File: src/rtl/game_pkg.sv
// Shared game-wide constants: state codes, playfield/sprite geometry, motion FSM encoding.
package game_pkg;

  localparam logic [3:0] TITLE  = 4'd0;
  localparam logic [3:0] STAGE1 = 4'd2;
  localparam logic [3:0] STAGE2 = 4'd4;
  localparam logic [3:0] STAGE3 = 4'd6;

  localparam int SPRITE_W = 10;
  localparam int SPRITE_H = 10;
  localparam int PLAY_W   = 320;
  localparam int PLAY_H   = 240;

  typedef enum logic [1:0] {
    IDLE   = 2'd0,
    WALK   = 2'd1,
    FROZEN = 2'd2
  } fsm_t;

  function automatic logic is_stage(input logic [3:0] s);
    return (s == STAGE1) || (s == STAGE2) || (s == STAGE3);
  endfunction

  // Nibble slot of player_state owned by a stage code.
  function automatic logic [1:0] stage_slot(input logic [3:0] s);
    case (s)
      STAGE2:  return 2'd1;
      STAGE3:  return 2'd2;
      default: return 2'd0;
    endcase
  endfunction

endpackage

File: src/rtl/anim_counter.sv
// Tick divider plus modulo-FRAMES frame counter for sprite animation.
// Latency: frame_nxt is the combinational next frame, registered on the same edge.
// Backpressure: none; clr dominates en, en advances the divider by one tick.
module anim_counter #(
  parameter int ANIM_DIV  = 8,
  parameter int TITLE_DIV = 16,
  parameter int FRAMES    = 4,
  parameter int DIV_W     = 16
) (
  input  logic       clk,
  input  logic       rst_n,
  input  logic       clr,
  input  logic       en,
  input  logic       title,
  output logic [3:0] frame_nxt
);

  localparam logic [DIV_W-1:0] ANIM_LAST  = DIV_W'(ANIM_DIV - 1);
  localparam logic [DIV_W-1:0] TITLE_LAST = DIV_W'(TITLE_DIV - 1);
  localparam logic [3:0]       FRAME_LAST = 4'(FRAMES - 1);

  logic [DIV_W-1:0] div_q;
  logic [DIV_W-1:0] div_d;
  logic [3:0]       frame_q;
  logic             wrap;

  always_comb begin
    wrap      = en && (div_q == (title ? TITLE_LAST : ANIM_LAST));
    div_d     = div_q;
    frame_nxt = frame_q;
    if (clr) begin
      div_d     = '0;
      frame_nxt = '0;
    end else if (en) begin
      div_d = wrap ? '0 : div_q + DIV_W'(1);
      if (wrap) begin
        frame_nxt = (frame_q == FRAME_LAST) ? 4'd0 : frame_q + 4'd1;
      end
    end
  end

  always_ff @(posedge clk or negedge rst_n) begin
    if (!rst_n) begin
      div_q   <= '0;
      frame_q <= '0;
    end else begin
      div_q   <= div_d;
      frame_q <= frame_nxt;
    end
  end

endmodule

File: src/rtl/player_motion.sv
// Player position, clamping, spawn and walk/title animation frame indices.
// Latency: one cycle from tick (or a state change) to registered outputs.
// Backpressure: none; every tick is consumed, stage entry discards a coincident tick.
module player_motion
  import game_pkg::*;
#(
  parameter int STEP      = 1,
  parameter int X_MAX     = PLAY_W - SPRITE_W,
  parameter int Y_MAX     = PLAY_H - SPRITE_H,
  parameter int START_X   = 10,
  parameter int START_Y   = 110,
  parameter int ANIM_DIV  = 8,
  parameter int TITLE_DIV = 16,
  parameter int FRAMES    = 4
) (
  input  logic        clk,
  input  logic        rst_n,
  input  logic [3:0]  state,
  input  logic        tick,
  input  logic        key_up,
  input  logic        key_down,
  input  logic        key_left,
  input  logic        key_right,
  output logic [26:0] player_x,
  output logic [26:0] player_y,
  output logic [11:0] player_state,
  output logic        moving
);

  localparam logic signed [9:0] STEP_S  = 10'(STEP);
  localparam logic signed [9:0] XMAX_S  = 10'(X_MAX);
  localparam logic signed [9:0] YMAX_S  = 10'(Y_MAX);
  localparam logic [8:0]        START_XV = 9'(START_X);
  localparam logic [8:0]        START_YV = 9'(START_Y);

  logic [3:0]  prev_q;
  fsm_t        fsm_q, fsm_d;
  logic [8:0]  x_q, y_q;
  logic [11:0] nib_q, nib_d;

  logic        in_stage, in_title, entry, title_entry, stage_tick, title_tick;
  logic [1:0]  slot;
  logic signed [9:0] dx, dy, nx_s, ny_s;
  logic [8:0]  nx, ny;
  logic        move;
  logic        cnt_clr, cnt_en;
  logic [3:0]  frame_nxt;

  assign in_stage    = is_stage(state);
  assign in_title    = (state == TITLE);
  assign entry       = in_stage && (state != prev_q);
  assign title_entry = in_title && (prev_q != TITLE);
  assign stage_tick  = in_stage && !entry && tick;
  assign title_tick  = in_title && !title_entry && tick;
  assign slot        = stage_slot(state);

  // Opposing keys cancel; 10-bit signed sums keep x-1 at 0 from wrapping.
  always_comb begin
    dx = 10'sd0;
    dy = 10'sd0;
    if (key_right && !key_left) dx = STEP_S;
    else if (key_left && !key_right) dx = -STEP_S;
    if (key_down && !key_up) dy = STEP_S;
    else if (key_up && !key_down) dy = -STEP_S;
    nx_s = $signed({1'b0, x_q}) + dx;
    ny_s = $signed({1'b0, y_q}) + dy;
    if (nx_s < 10'sd0)       nx = 9'd0;
    else if (nx_s > XMAX_S)  nx = XMAX_S[8:0];
    else                     nx = nx_s[8:0];
    if (ny_s < 10'sd0)       ny = 9'd0;
    else if (ny_s > YMAX_S)  ny = YMAX_S[8:0];
    else                     ny = ny_s[8:0];
  end

  assign move    = (dx != 10'sd0) || (dy != 10'sd0);
  assign cnt_clr = entry || title_entry || (stage_tick && !move);
  assign cnt_en  = (stage_tick && move) || title_tick;

  anim_counter #(
    .ANIM_DIV  (ANIM_DIV),
    .TITLE_DIV (TITLE_DIV),
    .FRAMES    (FRAMES)
  ) u_anim (
    .clk       (clk),
    .rst_n     (rst_n),
    .clr       (cnt_clr),
    .en        (cnt_en),
    .title     (in_title),
    .frame_nxt (frame_nxt)
  );

  always_comb begin
    nib_d = nib_q;
    if (in_stage && (entry || tick)) begin
      case (slot)
        2'd0:    nib_d[3:0]  = frame_nxt;
        2'd1:    nib_d[7:4]  = frame_nxt;
        default: nib_d[11:8] = frame_nxt;
      endcase
    end else if (in_title && (title_entry || tick)) begin
      nib_d = {3{frame_nxt}};
    end
  end

  // Clamping never feeds back here: walking into a wall stays in WALK.
  always_comb begin
    fsm_d = fsm_q;
    if (!in_stage)  fsm_d = FROZEN;
    else if (entry) fsm_d = IDLE;
    else if (tick)  fsm_d = move ? WALK : IDLE;
  end

  always_ff @(posedge clk or negedge rst_n) begin
    if (!rst_n) begin
      prev_q <= TITLE;
      fsm_q  <= FROZEN;
      x_q    <= START_XV;
      y_q    <= START_YV;
      nib_q  <= '0;
    end else begin
      prev_q <= state;
      fsm_q  <= fsm_d;
      nib_q  <= nib_d;
      if (entry) begin
        x_q <= START_XV;
        y_q <= START_YV;
      end else if (stage_tick) begin
        x_q <= nx;
        y_q <= ny;
      end
    end
  end

  assign player_x     = {18'd0, x_q};
  assign player_y     = {18'd0, y_q};
  assign player_state = nib_q;
  assign moving       = (fsm_q == WALK);

endmodule

File: config.mk
export PLATFORM = sky130hd
export DESIGN_NAME = player_motion
export DESIGN_NICKNAME = d
export VERILOG_FILES = /design/src/rtl/game_pkg.sv /design/src/rtl/anim_counter.sv /design/src/rtl/player_motion.sv
export SDC_FILE = /design/constraint.sdc
export NUM_CORES = 1
export LEC_CHECK = 0
export ABC_CLOCK_PERIOD_IN_PS = 3600
export CAP_MARGIN = 0
export CORE_ASPECT_RATIO = 0.75
export CORE_UTILIZATION = 41
export CTS_CLUSTER_DIAMETER = 60
export CTS_CLUSTER_SIZE = 14
export DETAILED_ROUTE_END_ITERATION = 8
export PLACE_DENSITY = 0.63
export SYNTH_ARGS = -nofsm -noshare
export SYNTH_HDL_FRONTEND = slang
export SYNTH_HIERARCHICAL = 1
export SYNTH_SLANG_ARGS = --single-unit
File: constraint.sdc
create_clock -name clk -period 3.6 [get_ports clk]
set_input_delay 0.36 -clock clk [delete_from_list [all_inputs] [get_ports clk]]
set_output_delay 0.36 -clock clk [all_outputs]
set_load 0.005 [all_outputs]
Word level (Yosys, flattened, before mapping)
Index checks and enable logic that the tools add are counted.

storage, ports and cells
  input bits = 11
  flip-flop bits (word level) = 56
  word-level logic and storage cells = 101

cells by class
  eq/ne operators = 12
  muxes and demuxes = 30
  $lt $le $gt $ge = 4
  add/subtract/negate cells = 4
  reductions and logical operators = 42

operators by type and width
  cell                                                          number
  2-to-1 mux 9 bit                                              8
  2-to-1 mux 16 bit                                             3
  2-to-1 mux 10 bit                                             4
  2-to-1 mux 4 bit                                              8
  2-to-1 mux 12 bit                                             2
  adder 10 bit                                                  2
  less-than comparator 10 x 1 -> 1 bit (second input constant)  2
  nonzero test 10 bit                                           2
  adder 16 x 1 -> 16 bit (second input constant)                1
  equality test 16 bit                                          1
  logical AND 1 bit                                             15
  > comparator 10 bit (second input constant)                   1
  > comparator 10 x 9 -> 1 bit (second input constant)          1
  equality test 4 x 2 -> 1 bit (second input constant)          2
  equality test 4 x 3 -> 1 bit (second input constant)          2
  logical OR 1 bit                                              8
  zero test 1 bit                                               7
  2-to-1 mux 2 bit                                              3
  AND reduction 2 bit                                           3
  nonzero test 2 bit                                            3
  adder 4 x 1 -> 4 bit (second input constant)                  1
  equality test 2 x 1 -> 1 bit (second input constant)          2
  zero test 4 bit                                               1
  != test 2 x 1 -> 1 bit (second input constant)                2
  other kinds (8)                                               8

Depth between registers and ports, before layout
  depth after elaboration = 15
  mapped depth = 13
  mapped depth without buffers = 12

Hierarchy
Netlist, hierarchy kept.

by module, submodules not included
  module         instances  cells each  sequential area each (um2)  area each (um2)
  player_motion  1          368         910.9                       3340.7
  anim_counter   1          109         500.5                       1069.8

Worst setup path after synthesis
OpenSTA, ideal clock, no wires.

  path kind = input port to flip-flop
  start = input key_right
  end = register x_q[0]
  stages = 13
  data required time = 3.479 ns
  path slack = 0.746 ns
  arrival time = 2.733 ns
  cell sequence = inv_1 -> ha_1 -> buf_6 -> buf_6 -> xor2_1 -> ha_1 -> and3b_1 -> o21ai_4 -> a21boi_1 -> or3_1 -> a311oi_2 -> a21oi_2 -> a32o_2

between the ends
  longest elaborated chain between the ends = 10

RTL lines
  what                   RTL line              source
  start, declared        player_motion.sv:23   input logic key_right,
  zero test 1 bit        player_motion.sv:62   else if (key_left && !key_right) dx = -STEP_S;
  logical AND 1 bit      player_motion.sv:62
  2-to-1 mux 10 bit      player_motion.sv:62
  2-to-1 mux 10 bit (*)  player_motion.sv:61   if (key_right && !key_left) dx = STEP_S;
  adder 10 bit (*)       player_motion.sv:65   nx_s = $signed({1'b0, x_q}) + dx;
  > comparator 10 bit    player_motion.sv:68   else if (nx_s > XMAX_S) nx = XMAX_S[8:0];
  2-to-1 mux 9 bit       player_motion.sv:68
  2-to-1 mux 9 bit (*)   player_motion.sv:67   if (nx_s < 10'sd0) nx = 9'd0;
  2-to-1 mux 9 bit (*)   player_motion.sv:127  end else if (stage_tick) begin
  2-to-1 mux 9 bit (*)   player_motion.sv:124  if (entry) begin
  end signal, assigned   player_motion.sv:128  x_q <= nx;
  end, declared          player_motion.sv:38   logic [8:0] x_q, y_q;

Every way passes the cells marked *; elsewhere a longest branch is shown, timed or not. The select of a mux whose other input is x is not followed.
A chain may end at the register's enable or synchronous reset.

Worst setup path after layout
Ends and elaborated chain as after synthesis.

==> results by group <==
STA
  – Fin crit share: 88.3%
  – Final worst slack: 0.422 ns
  – RSZ-0062 raised after global routing: no
  – Final setup vio count: 0
  – Slew at the pin closest to its max-slew limit: 0.604 ns
  – Worst slew margin: 59.7%
  – Final worst path period need: 3.18 ns
  – Fin. max-slew vios: 0
  – Final Hold Fails: 0
  – Max Clk Rate: 0.315 GHz
  – Maximum clock skew at final layout: 0.00942 ns
  – TNS Setup: 0 ns

Critical path
  – Worst R2R Setup Slack: 0.81 ns
  – Crit path required time: 3.78 ns
  – Worst Setup End Kind: register
  – R2r endpoint: x_q[0]$_DFFE_PN0P_
  – Worst r2r src: x_q[1]$_DFFE_PN1P_
  – Startpoint types: input pin
  – Worst Path Max Fanout: 5
  – Critical path type: in2reg
  – R2R depth: 9
  – Data arrival, critical path: 3.36 ns

Die
  – Starting Density: 42.5%
  – Die Area: 0.0112 mm^2
  – Cell Rows: 32
  – CORE AREA: 0.0104 mm^2
  – Die X: 122 um
  – Die H: 91.8 um
  – Top-level port count: 78

Yosys
  – Syn Inst Count: 477
  – Post-synth EDFFs: 0
  – Ys async rst share: 100%
  – Post-synth cell types: 90
  – Synth top area share: 27.2%
  – Synth area leaders: dfrtp_1, buf_4, dfstp_2, ha_1, xor2_1
  – Post-Synthesis Cell Area: 0.00441 mm^2
  – Syn Area/Cell: 9.25 um^2
  – Most common library cells after synthesis: dfrtp_1, buf_4, nor2_1, o21ai_0, a21oi_1
  – Top_reg_cell synth: dfrtp_1
  – Most frequent cell after synthesis: dfrtp_1
  – Flops & latches, synth: 56
  – Post-synthesis sequential area ratio: 32.0%
  – Dominant cell type by area after synthesis: dfrtp_1
  – Ys Warns: 6

Power and ir drop
  – Internal cell power: 991 uW
  – Combinational group share of total power: 16.9%
  – P per Cell Area: 281 mW/mm^2
  – Register share of total power: 47.9%
  – Sw frac: 27.7%
  – NetSw: 380 uW
  – Static leakage: 2.10 nW
  – VDD IR-drop max: 171 uV
  – Clk pwr share: 35.2%
  – Final Power: 1.37 mW

Clock network
  – CTS sink cnt: 56
  – CTS Hold Bufs: 0
  – Total CTS buffers: 5
  – Worst-Skew Late Latency: 0.30 ns
  – Bufs on Longest Clock Path: 2
  – TritonCTS clock tree: done
  – CTS resizes: 0
  – Clock transition at path regs: 0.07 ns
  – Clock root cell: clkbuf_16
  – Post-CTS setup buffer count: 0
  – H-tree depth: 2

Finish
  – Layout Cells excl Fill: 643
  – Area Growth Syn to Fin: 10.5%
  – Finished Cell Area: 0.00487 mm^2
  – Fillers: 992
  – Register area: 0.00141 mm^2
  – Share of layout cells above drive strength 1: 14.0%
  – Ant diodes: 0
  – Layout Nets: 529
  – Area of the multi-input gates: 0.00260 mm^2

Detailed routing
  – Drt pass-1 iters: 4
  – Vias per cell: 5.59
  – DRC Markers: 0
  – Number of DRC markers in iteration 0: 242
  – WL per Instance: 15.6 um
  – Final WL: 10000 um
  – Routed vias: 3594
  – Detail Route Antenna Nets: 0

GRT
  – GRT overflow: 0
  – Largest net degree at the start of global routing: 35
  – Antenna violations before repair: 0
  – Number of global-route vias before repair: 3332
  – GRT Overall Usage: 19.4%
  – First-pass GRT wire length: 17300 um

Placed design
  – DP Area: 0.00473 mm^2
  – Cells after DPL: 635
  – Final RePlAce weighted congestion: 0.891
  – Port-buffer cells: 41
  – Post-Place Worst Slack: 0.135 ns
  – Final HPWL DP: 7500 um

Run
  – Max-cap violations: 0

Min path
  – HP Class: in2async

Run status
  – Outcome: complete, no violations
[through the flow]
stage	hold WS [ns]	util, %
4_1_cts	0.0424	47.0
3_3_place_gp	0.365	45.6
5_1_grt	0.0755	47.0
3_5_place_dp	0.378	45.6
2_1_floorplan	0.0644	-
6_report	0.0317	47.0
[power by group through the flow]
stage,combinational (mW),clock [mW],sequential (mW)
floorplan,0.203,0,0.657
detailed placement,0.231,0,0.668
CTS,0.232,0.503,0.656
global placement,0.228,0,0.668
finish,0.232,0.483,0.657
global route,0.261,0.530,0.659
[kinds of logic after synthesis]
kind of cell | after synthesis | synth area share (%)
flip-flops | 56 | 32.0
AO/OA/AOI/OAI | 130 | 22.0
XOR/XNOR | 32 | 6.84
AND/OR/NAND/NOR | 147 | 19.5
adder cells (fa/ha/maj) | 12 | 3.40
multiplexers | 16 | 4.20
buffers and inverters | 83 | 12.0
other | 1 | 0.0850
[per-layer routing]
metal / part of all wire, % / global-route usage [%] / vias to the layer above
met5: 0 / 0 / -
met4: 0.65 / 4.01 / 0
met3: 5.2 / 3.67 / 4
met2: 43 / 27.9 / 96
met1: 51 / 29.6 / 1753
li1: - / - / 1741
[worst max-delay path, stage by stage]
cell and delay, ns:
clkdlybuf4s50_1 0.46, inv_1 0.05, ha_1 0.33, inv_1 0.06, ha_1 0.24, ha_1 0.27, and3b_1 0.22, o21ai_4 0.17
a21boi_1 0.13, or3_1 0.37, a311oi_2 0.31, a21oi_2 0.11, a32o_2 0.28
[state kept, by name, indices dropped and copies added, names as in the netlist]
| signal | flops |
|---|---|
| player_state | 12 |
| y_q | 9 |
| prev_q | 4 |
| u_anim/div_q | 16 |
| fsm_q | 2 |
| u_anim/frame_q | 4 |
| x_q | 9 |
[worst max-delay path by stage]
stage / slack, ns / cells past startpoint / start / to
floorplan: 0.75 / 13 / key_right / x_q[0]$_DFFE_PN0P_
global placement: 0.19 / 13 / key_right / x_q[0]$_DFFE_PN0P_
detailed placement: 0.13 / 13 / key_right / x_q[0]$_DFFE_PN0P_
CTS: 0.44 / 13 / key_right / x_q[0]$_DFFE_PN0P_
global route: 0.18 / 13 / key_down / y_q[0]$_DFFE_PN0P_
finish: 0.42 / 13 / key_right / x_q[0]$_DFFE_PN0P_
[cells in the final DEF, fill, tap and decap left out, types with 6 or more instances in the layout]
master           instances
a21o_1                   6
a21oi_1                 21
a31oi_1                  7
and3b_1                  6
buf_4                    8
clkdlybuf4s50_1         40
conb_1                  36
dfrtp_1                 48
dfstp_2                  8
ha_1                    12
inv_1                   19
mux2_2                  13
nand2_1                 18
nand3_1                 11
nand4_1                  6
nor2_1                  35
nor3_1                  13
nor4_1                   7
o21ai_0                 24
o21ai_1                  6
o22ai_1                  6
or3_1                    7
xnor2_1                 13
xor2_1                  17
[area by class of cell]
class	instances	area share, %
Tap cell	136	3.49
Multi-Input combinational cell	373	53.4
Inverter	21	1.62
Clock inverter	3	0.436
Clock buffer	5	2.57
Sequential cell	56	29.0
Timing Repair Buffer	49	9.55
Power figures use the tool's default switching activity.
